[src/rtl/uart_rx_core.sv]
// UART receiver core: 8 data bits, LSB first, one stop bit, mid-bit sampling.
// Optional even parity bit before the stop bit when UART_RX_PARITY_EN is defined.
module uart_rx_core #(
    parameter int CLKS_PER_BIT = 16
) (
    input  logic       clk_rx,
    input  logic       rst_rx,
    input  logic       rx_serial,
    output logic [7:0] data_rx,
    output logic       ready_rx,
    output logic       frame_err,
    output logic       parity_err,
    output logic       busy
);

    localparam int CW = $clog2(CLKS_PER_BIT);
    localparam logic [CW-1:0] HALF_M1 = CW'(CLKS_PER_BIT / 2 - 1);
    localparam logic [CW-1:0] FULL_M1 = CW'(CLKS_PER_BIT - 1);

    typedef enum logic [2:0] {
        IDLE,
        START,
        DATA,
`ifdef UART_RX_PARITY_EN
        PARITY,
`endif
        STOP
    } state_t;

    state_t          state_q, state_d;
    logic [1:0]      sync_q;
    logic            line;
    logic [CW-1:0]   cnt_q, cnt_d;
    logic [2:0]      bit_q, bit_d;
    logic [7:0]      shift_q, shift_d;
    logic [7:0]      data_d;
    logic            ready_d, ferr_d, perr_d;
    logic            par_bad;

    assign line = sync_q[1];
    assign busy = (state_q != IDLE);

`ifdef UART_RX_PARITY_EN
    logic par_q, par_d;
    // Even parity: data bits plus parity bit must XOR to zero
    assign par_bad = ^{shift_q, par_q};
`else
    assign par_bad = 1'b0;
`endif

    always_comb begin
        state_d = state_q;
        cnt_d   = CW'(cnt_q + 1'b1);
        bit_d   = bit_q;
        shift_d = shift_q;
        data_d  = data_rx;
        ready_d = 1'b0;
        ferr_d  = 1'b0;
        perr_d  = 1'b0;
`ifdef UART_RX_PARITY_EN
        par_d   = par_q;
`endif
        unique case (state_q)
            IDLE: begin
                cnt_d = '0;
                bit_d = '0;
                if (!line) state_d = START;
            end
            START: begin
                if (cnt_q == HALF_M1) begin
                    cnt_d   = '0;
                    state_d = line ? IDLE : DATA;
                end
            end
            DATA: begin
                if (cnt_q == FULL_M1) begin
                    cnt_d   = '0;
                    shift_d = {line, shift_q[7:1]};
                    bit_d   = 3'(bit_q + 3'd1);
                    if (bit_q == 3'd7) begin
`ifdef UART_RX_PARITY_EN
                        state_d = PARITY;
`else
                        state_d = STOP;
`endif
                    end
                end
            end
`ifdef UART_RX_PARITY_EN
            PARITY: begin
                if (cnt_q == FULL_M1) begin
                    cnt_d   = '0;
                    par_d   = line;
                    state_d = STOP;
                end
            end
`endif
            STOP: begin
                // Return to IDLE at mid-stop so a following start edge is caught
                if (cnt_q == FULL_M1) begin
                    cnt_d   = '0;
                    state_d = IDLE;
                    ferr_d  = !line;
                    perr_d  = par_bad;
                    ready_d = line && !par_bad;
                    if (line && !par_bad) data_d = shift_q;
                end
            end
            default: state_d = IDLE;
        endcase
    end

    always_ff @(posedge clk_rx or posedge rst_rx) begin
        if (rst_rx) begin
            sync_q     <= 2'b11;
            state_q    <= IDLE;
            cnt_q      <= '0;
            bit_q      <= '0;
            shift_q    <= '0;
            data_rx    <= '0;
            ready_rx   <= 1'b0;
            frame_err  <= 1'b0;
            parity_err <= 1'b0;
`ifdef UART_RX_PARITY_EN
            par_q      <= 1'b0;
`endif
        end else begin
            sync_q     <= {sync_q[0], rx_serial};
            state_q    <= state_d;
            cnt_q      <= cnt_d;
            bit_q      <= bit_d;
            shift_q    <= shift_d;
            data_rx    <= data_d;
            ready_rx   <= ready_d;
            frame_err  <= ferr_d;
            parity_err <= perr_d;
`ifdef UART_RX_PARITY_EN
            par_q      <= par_d;
`endif
        end
    end

endmodule

[config.mk]
export PLATFORM = sky130hd
export DESIGN_NAME = uart_rx_core
export DESIGN_NICKNAME = d
export VERILOG_FILES = /design/src/rtl/uart_rx_core.sv
export SDC_FILE = /design/constraint.sdc
export NUM_CORES = 1
export LEC_CHECK = 0
export CAP_MARGIN = 5
export CORE_UTILIZATION = 35
export CTS_CLUSTER_DIAMETER = 60
export DETAILED_ROUTE_END_ITERATION = 8
export SLEW_MARGIN = 20
export SYNTH_ARGS = -nofsm -noshare
export SYNTH_HDL_FRONTEND = slang
export SYNTH_SLANG_ARGS = --single-unit
[constraint.sdc]
create_clock -name clk_rx -period 1.5 [get_ports clk_rx]
set_clock_uncertainty 0.15 [all_clocks]
set_input_delay 0.3 -clock clk_rx [delete_from_list [all_inputs] [get_ports clk_rx]]
set_output_delay 0.3 -clock clk_rx [all_outputs]
set_load 0.02 [all_outputs]
# After elaboration in Yosys (flattened, before gate mapping)
# Cells that the tools add are included.
# op_classes
reduce_logical,9
eq_ne,11
n_mux,16
addsub,2
# ops
operator,count
$mux W3,6
$pmux W3 S4,1
$pmux W4 S3,1
$ne A2 B2 Y1 const B,5
$mux W4,2
$eq A3 B2 Y1 const B,2
$pmux W3 S2,1
$reduce_and A5 Y1,1
$add A4 B1 Y4 const B,1
$eq A4 B3 Y1 const B,1
$eq A4 B4 Y1 const B,1
$mux W1,4
$reduce_and A2 Y1,2
$add A3 B1 Y3 const B,1
$eq A3 B1 Y1 const B,1
$eq A3 B3 Y1 const B,1
$logic_not A3 Y1,1
$reduce_and A3 Y1,1
$reduce_bool A3 Y1,1
$mux W2,1
$reduce_bool A2 Y1,1
$reduce_or A2 Y1,1
$logic_not A1 Y1,1
# word_totals
output_inout_bits,12
wordCells,46
ff_bits,30

# Longest topological paths before layout
# Gate-level depths: netlist (run 1).
# depth
depth_word,4
ltp_mapped,4
mapped_depth_nobuf,4

# Worst setup path after synthesis (run 1)
# No wires, ideal clock.
# synth_timing
path_type,reg2reg
start,reg cnt_q[0]
end,reg data_rx[0]
required_ns,1.225
path_stages_with_launch,5
path_slack_ns,-0.124
setup_ns,0.125
period_less_slack_ns,1.624
arrival_ns,1.349
path_buffers,0
cell_sequence,dfrtp_1 ha_1 nand2_1 nor3_4 mux2_2
# synth_via
elab_chain_cells,2
# synth_lines
element,line,text
"start, declared",33,"logic [CW-1:0] cnt_q, cnt_d;"
"start signal, assigned",130,cnt_q <= cnt_d;
$eq A4 B4 Y1,100,if (cnt_q == FULL_M1) begin
$reduce_and A3 Y1 (no line),--,
"end signal, assigned",133,data_rx <= data_d;
"end, declared",9,"output logic [7:0] data_rx,"
# No other way between the ends.
# A chain may end at the register's enable or synchronous reset.

# Worst setup path after layout (run 1)
# layout_timing
start,reg state_q[1]
end,out busy
# layout_via
elab_chain_cells,1
# layout_lines
element,line,text
"start, declared",30,"state_t state_q, state_d;"
"start signal, assigned",129,state_q <= state_d;
$reduce_bool A3 Y1,41,assign busy = (state_q != IDLE);
"end, declared",13,output logic busy
# No other way between the ends.

==> results_dict.tcl, run 1 <==
set metrics [dict create \
    grt_pass1_wl_mm 3.68 \
    htreeDepth 2 \
    overflow 0 \
    rows 21 \
    die-area_mm2 0.00377 \
    clock_sinks 29 \
    clk_latency_ps 320 \
    synthAdderAreaFrac_pct 3.04 \
    layout_setup_ws_ps -155 \
    grt_util_all_layers_pct 14.5 \
    synthXorXnorAreaFrac_pct 2.13 \
    cts_tree "yes" \
    slew_violations 0 \
    rsz0062_at_grt "yes" \
    grt_max_degree 30 \
    synthSimpleGateAreaFrac_pct 9.84 \
    maxCapViolations 0 \
    ctsHoldBuffers 0 \
    nFillCells 308 \
    path_class "flip-flop to output pin" \
    hold_path_class "input pin to async pin" \
    critPathLaunchType "flip-flop" \
    fin_tns_setup_ps -2150 \
    status "complete, but fails checks" \
    area_delta_synth_final_pct 40.1 \
    syn_inst 89 \
    synth_warnings 0 \
    seq_area_um2 728 \
    yosysUniqueCellTypes 27 \
    multi_input_area_um2 569 \
    wire_per_inst_um 13.1 \
    violations "setup timing" \
    muxShareOfSynthArea_pct 15.5 \
    die_x_um 61.4 \
    core_mm2 0.00336 \
    crit_path_max_fanout 3 \
    power-per-cell-area_mw_per_mm2 1510 \
    diodes 0 \
    first_global_vias 774 \
    peakVddDrop_v 0.000797 \
    synth_area_per_cell_um2 13.9 \
    ant_nets 0 \
    pin_count 15 \
    nets 131 \
    wl_mm 2.25 \
    dr.pass1.iters 4 \
    required_ps 1050 \
    drive_gt1_share_pct 54.0 \
    antenna_found_initial 0 \
    vias 799 \
    cts_buffers 5 \
    clkTransAtPathRegs_ps 90 \
    post_drt_via_cell_ratio 4.65 \
    finalCriticalPeriod_ps 1660 \
    synth-compound-area-share_pct 6.90 \
    drcViolationCount 0 \
    ys_ff_latch 29 \
    fp.dieH_um 61.4 \
    max_freq_ghz 0.604 \
    start_util_pct 36.7 \
    gp_congestion 0.817 \
    period_share_pct 110 \
    synth_area_mm2 0.00123 \
    pre_cts_slack_ps -161 \
    crit_path_end_kind "output pin" \
    p_leak_uw 0.000868 \
    clockRootBuffer "clkbuf_4" \
    setup_viol_count_final 20 \
    yosysSeqAreaShare_pct 59.0 \
    hold_viol 0 \
    port_buffers 13 \
    cts_buffer_depth 2 \
    critPathArrivalTime_ps 1210 \
    drtIter0Drc 8 \
    synth_top_family_by_area "multiplexers" \
    dp_hpwl_mm 1.36 \
    syn_nets 95 \
]
==> critical path: stages (launching register included) <==
cell and delay [ps]:
dfrtp_1 400, or2_2 320, buf_2 170
==> final cells by class <==
cell class	count	share of cell area, %
clock buffer	7	3.77
clock inverter	1	0.290
inverter	3	0.652
multi-input combinational	53	32.9
sequential	29	42.1
tap	46	3.33
timing repair buffer	33	16.9
==> layer usage <==
layer | wire [µm] | track usage, % | vias to the layer above | share of wire (%)
met5 | 0 | 0 | - | 0
met4 | 50 | 7.30 | 0 | 2.2
met3 | 83 | 7.14 | 5 | 3.7
met2 | 1050 | 20.0 | 17 | 47
met1 | 1070 | 18.7 | 388 | 47
li1 | - | - | 389 | -
==> cell usage after synthesis, drive strengths merged <==
master	instances	area (µm²)
nor3	2	21.3
a311o	1	10.0
inv	3	11.3
and4b	1	10.0
and2	2	12.5
nand2	4	17.5
buf	4	28.8
o2bb2ai	1	8.76
dfstp	2	52.6
a22o	5	43.8
nor2	3	11.3
xor2	3	26.3
a31oi	2	12.5
a21oi	1	5.00
o21ai	1	5.00
and3b	1	8.76
or2	2	12.5
mux2	17	191
conb	1	3.75
dfrtp	27	676
ha	3	37.5
nand3	3	27.5
==> power by group <==
group	leakage (µW)	switching [µW]	internal, µW
sequential	0.000374	117	915
combinational	0.000453	458	578
clock	0.0000413	266	271
==> path summary, 6_finish.rpt <==
path                              end  slack [ps]        from  depth (start not counted)
hold reg to reg             sync_q[1]         210   sync_q[0]                          0
setup / recovery                 busy        -160  state_q[1]                          2
setup reg to reg           data_rx[6]        -130  state_q[1]                          5
min in group clk_rx         sync_q[1]         210   sync_q[0]                          0
hold / removal               bit_q[0]         140      rst_rx                          3
max in group asynchronous   sync_q[0]         820      rst_rx                          3
==> flip-flops by register name, indices dropped and copies added (netlist names) <==
signal and count:
data_rx 8, shift_q 8, cnt_q 4, bit_q 3, state_q 2, sync_q 2
frame_err 1, ready_rx 1
==> cells by family (layout without fill, tap and decap cells) <==
kind of cell             after synthesis  in the layout
AO/OA/AOI/OAI                         11             11
XOR/XNOR                               3              3
adder cells (fa/ha/maj)                3              3
buffers and inverters                  7             44
flip-flops                            29             29
multiplexers                          17             17
other                                  1              1
AND/OR/NAND/NOR                       18             18
==> layout by cell type (no fill, tap or decap), drive strengths merged, types with 2 or more instances in the layout <==
cell           Yosys  routed
clkbuf             0      16
or2                2       2
nor3               2       2
a31oi              2       2
inv                3       3
dfstp              2       2
mux2              17      17
dfrtp             27      27
buf                4      20
ha                 3       3
nor2               3       3
xor2               3       3
a22o               5       5
clkdlybuf4s50      0       2
nand2              4       4
and2               2       2
nand3              3       3
==> per-stage QoR <==
stage | instance area, µm² | hold WS, ps | util, % | total power, µW | cells
2_1_floorplan | 1260 | 154 | - | 1610 | 89
3_3_place_gp | 1560 | 196 | 46.3 | 1870 | 159
3_5_place_dp | 1560 | 197 | 46.3 | 1910 | 159
4_1_cts | 1730 | 138 | 51.3 | 2540 | 169
5_1_grt | 1730 | 146 | 51.4 | 2790 | 172
6_report | 1730 | 144 | 51.4 | 2610 | 172
==> what timing repair did <==
action,in CTS,in global routing
pin swaps,4,4
gates resized for setup,41,19
endpoints found under the setup margin,33,30
cloned,1,0
setup buffers,1,3
Power figures use the tool's default switching activity.
==> inputs of run 2 (changes only) <==
CAP_MARGIN = 20   (was 5)
CTS_BUF_LIST = sky130_fd_sc_hd__clkbuf_8   (was not set)
==> run 2 against run 1 <==
Net effect:
- the flow still finishes with violations (setup timing)
- final cell count down 0.58%
- final area is 1.7% lower
- sequential cell count did not move
- critical path type is now flip-flop to flip-flop
- largest power group is now registers
==> results_dict.tcl, run 2 (synthesis results as in run 1) <==
set metrics [dict create \
    fin_tns_setup_ps -1530 \
    dp_hpwl_mm 1.36 \
    ctsHoldBuffers 0 \
    crit_path_end_kind "flip-flop" \
    clk_latency_ps 270 \
    grt_pass1_wl_mm 3.28 \
    hold_path_class "input pin to async pin" \
    die-area_mm2 0.00377 \
    r2r-end "shift_q[6]" \
    rsz0062_at_grt "yes" \
    dr.pass1.iters 4 \
    mostFrequentLayoutCells "dfrtp_1 (27), buf_4 (15), mux2_2 (14), dlygate4sd2_1 (10), clkbuf_8 (7)" \
    p_leak_uw 0.000866 \
    status "complete, but fails checks" \
    fin_util_pct 50.5 \
    grt_max_degree 30 \
    gp_congestion 0.817 \
    r2r_cells 4 \
    peakVddDrop_v 0.000818 \
    wl_mm 1.99 \
    overflow 0 \
    first_global_vias 740 \
    die_x_um 61.4 \
    drive_gt1_share_pct 45.6 \
    final_common_cell "dfrtp_1" \
    nets 130 \
    rows 21 \
    drtIter0Drc 9 \
    cts_buffers 5 \
    clockRootBuffer "clkbuf_8" \
    post_drt_via_cell_ratio 4.53 \
    clock_sinks 29 \
    cts_tree "yes" \
    path_class "flip-flop to flip-flop" \
    wire_per_inst_um 11.6 \
    ant_nets 0 \
    max_freq_ghz 0.624 \
    start_util_pct 36.7 \
    slew_violations 0 \
    setup_viol_count_final 20 \
    maxCapViolations 0 \
    violations "setup timing" \
    htreeDepth 2 \
    diodes 0 \
    layout_setup_ws_ps -103 \
    startpoint "cnt_q[0]" \
    period_share_pct 107 \
    pre_cts_slack_ps -161 \
    r2r-start "cnt_q[0]" \
    reg_top3 "data_rx x8, shift_q x8, cnt_q x4" \
    core_mm2 0.00336 \
    finalCriticalPeriod_ps 1600 \
    vias 774 \
    hold_viol 0 \
    critPathArrivalTime_ps 1610 \
    port_buffers 13 \
    clkTransAtPathRegs_ps 60 \
    antenna_found_initial 0 \
    area_delta_synth_final_pct 37.6 \
    grt_util_all_layers_pct 12.8 \
    rrSetupSlack_ps -100 \
    power-per-cell-area_mw_per_mm2 1580 \
    drcViolationCount 0 \
    crit_path_max_fanout 8 \
    pin_count 15 \
    cts_buffer_depth 2 \
    fp.dieH_um 61.4 \
    critPathLaunchType "flip-flop" \
    required_ps 1510 \
]
run 2: final cells by class:
type                            instances  area, µm²
Clock buffer                            7       96.3
Inverter                                3       11.3
Tap cell                               46       57.6
Sequential cell                        29        728
Multi-Input combinational cell         53        505
Clock inverter                          1       5.00
Timing Repair Buffer                   32        294
Fill cell                             321       1670
run 2: repair_timing:
action                     in CTS  in global routing
pin swaps                       3                  1
gates resized for setup        21                  3
setup endpoints to repair      32                 21
buffers inserted                1                  3
run 2: how the worst max path moves through the flow:
stage,to,slack [ps],depth (start not counted)
after floorplan,data_rx[0],-90,4
after global placement,busy,-140,2
after detailed placement,busy,-160,2
after CTS,shift_q[5],-100,4
after global routing,shift_q[7],-140,4
final,shift_q[6],-100,4
run 2: report_power, final:
part | internal [µW] | total [µW] | switching (µW)
Combinational | 542 | 970 | 427
Clock | 413 | 689 | 275
Sequential | 917 | 1030 | 108
run 2: stage by stage:
step,instance area [µm²],hold slack [ps],cells,power (µW)
6_report,1700,201,171,2680
4_1_cts,1670,200,168,2660
5_1_grt,1700,208,171,2860
3_3_place_gp,1560,196,159,1870
3_5_place_dp,1560,197,159,1910
2_1_floorplan,1260,154,89,1610
run 2: routing by layer:
metal  wire [µm]  up-vias  global-route usage [%]
li1            -      383                       -
met1         922      371                    15.3
met2         943       14                    18.5
met3          66        6                    5.25
met4          57        0                    9.21
met5           0        -                       0
run 2: critical path: stages (launching register included):
cell and delay (ps):
dfrtp_1 410, ha_4 190, and4b_2 260, nand2_4 140, mux2_2 350
==> inputs of run 3 (changes only) <==
MAX_ROUTING_LAYER = met4   (was not set)
RECOVER_POWER = 50   (was not set)
SKIP_LAST_GASP = 1   (was not set)
==> run 3 against run 2 <==
Net effect:
- the run still ends with setup timing left
- final area is essentially flat
- utilization is essentially flat
- setup slack got worse by 6.7 ps
- clock-buffer cell count unchanged
- routed wire length up 0.86%
- via count grew 1.9%
- sequential cell count stayed put
- clock power barely moved
- first-iteration DRC count down 33%
- non-clock buffer count unchanged
- critical path type unchanged
- highest routed layer unchanged
==> results_dict.tcl, run 3 (synthesis results as in run 1) <==
set metrics [dict create \
    period_share_pct 107 \
    grt_util_all_layers_pct 13.4 \
    cts_tree "yes" \
    fin_util_pct 50.4 \
    reg_top3 "data_rx x8, shift_q x8, cnt_q x4" \
    place_inst 159 \
    first_global_vias 742 \
    layout.cells.non_filler 171 \
    grt_max_degree 30 \
    pin_count 15 \
    seq_area_um2 728 \
    start_util_pct 36.7 \
    fp.dieH_um 61.4 \
    required_ps 1510 \
    rsz0062_at_grt "yes" \
    drtIter0Drc 6 \
    clock_sinks 29 \
    fin_tns_setup_ps -1690 \
    path_class "flip-flop to flip-flop" \
    rows 21 \
    finalCriticalPeriod_ps 1610 \
    setup_viol_count_final 20 \
    ant_nets 0 \
    post_drt_via_cell_ratio 4.61 \
    grt_pass1_wl_mm 3.29 \
    die_x_um 61.4 \
    gp_congestion 0.829 \
    dr.pass1.iters 2 \
    finalPower_uw 2740 \
    crit_path_end_kind "flip-flop" \
    die-area_mm2 0.00377 \
    layout_setup_ws_ps -109 \
    clkTransAtPathRegs_ps 60 \
    max_slew_margin_pct 53.7 \
    overflow 0 \
    diodes 0 \
    cts_buffers 5 \
    area_delta_synth_final_pct 37.5 \
    hold_path_class "flip-flop to flip-flop" \
    hold_ws_ps 205 \
    power-per-cell-area_mw_per_mm2 1610 \
    peakVddDrop_v 0.000825 \
    critPathLaunchType "flip-flop" \
    status "complete, but fails checks" \
    slew_violations 0 \
    nets 130 \
    port_buffers 13 \
    critPathArrivalTime_ps 1620 \
    clockRootBuffer "clkbuf_8" \
    ctsHoldBuffers 0 \
    hold_viol 0 \
    cts_buffer_depth 2 \
    wire_per_inst_um 11.7 \
    violations "setup timing" \
    core_mm2 0.00336 \
    htreeDepth 2 \
    vias 789 \
    drcViolationCount 0 \
    final_common_cell "dfrtp_1" \
    maxCapViolations 0 \
    dp_hpwl_mm 1.36 \
    max_freq_ghz 0.621 \
    nFillCells 320 \
    multi_input_area_um2 518 \
    antenna_found_initial 0 \
    drive_gt1_share_pct 48.0 \
    wl_mm 2.01 \
    crit_path_max_fanout 8 \
    clk_latency_ps 270 \
    p_leak_uw 0.000856 \
    mostFrequentLayoutCells "dfrtp_1 (27), mux2_2 (15), buf_4 (13), dlygate4sd2_1 (10), clkbuf_8 (7)" \
    worstMarginPinSlew_ps 694 \
]
[run 3: changes by cell type in the layout (fill, tap and decap cells not counted), sizes merged]
cell,delta
clkbuf,+1
buf,-1
clkdlybuf4s50,-2
dlygate4sd3,+2
[run 3: per-layer routing]
| metal | track usage, % | part of all wire (%) |
|---|---|---|
| met2 | 17.7 | 49 |
| met4 | 8.25 | 1.9 |
| met1 | 15.7 | 46 |
| met3 | 7.14 | 3.2 |
| met5 | - | 0 |
[run 3: cell type report]
class | instances | share of cell area, %
clock buffers | 7 | 5.68
repair buffers | 32 | 16.5
multi-input cells | 53 | 30.5
flip-flops and latches | 29 | 42.9
clock inverters | 1 | 0.295
well taps | 46 | 3.39
inverters | 3 | 0.664
[run 3: final timing paths]
kind	start	to	slack, ps	depth (start not counted)
worst min register to register	sync_q[0]	sync_q[1]	210	0
worst max-delay path	cnt_q[0]	shift_q[5]	-110	4
worst max register to register	cnt_q[0]	shift_q[5]	-110	4
worst min-delay path	sync_q[0]	sync_q[1]	210	0
max in group asynchronous	rst_rx	shift_q[5]	250	3
min in group asynchronous	rst_rx	shift_q[3]	500	3
[run 3: report_power, final]
group | leakage [µW] | total [µW] | switching (µW) | internal, µW
Combinational | 0.000428 | 1020 | 453 | 565
Sequential | 0.000374 | 1030 | 111 | 917
Clock | 0.0000542 | 690 | 277 | 414
Total | 0.000856 | 2740 | 840 | 1900
[run 3: timing repair]
action | in CTS | in global routing
endpoints found under the setup margin | 32 | 24
gates resized for setup | 18 | 8
buffers inserted | 1 | 4
pin swaps | 3 | 4
[run 3: through the flow]
stage / cell area [µm²] / worst slack, ps
2_1_floorplan: 1260 / -88.3
3_3_place_gp: 1560 / -139
3_5_place_dp: 1560 / -161
4_1_cts: 1670 / -177
5_1_grt: 1700 / -153
6_report: 1700 / -109
[run 3: critical path: stages, from the launching register on]
cell and delay [ps]:
dfrtp_1 410, ha_4 190, and4b_2 260, nand2_4 140, mux2_2 340
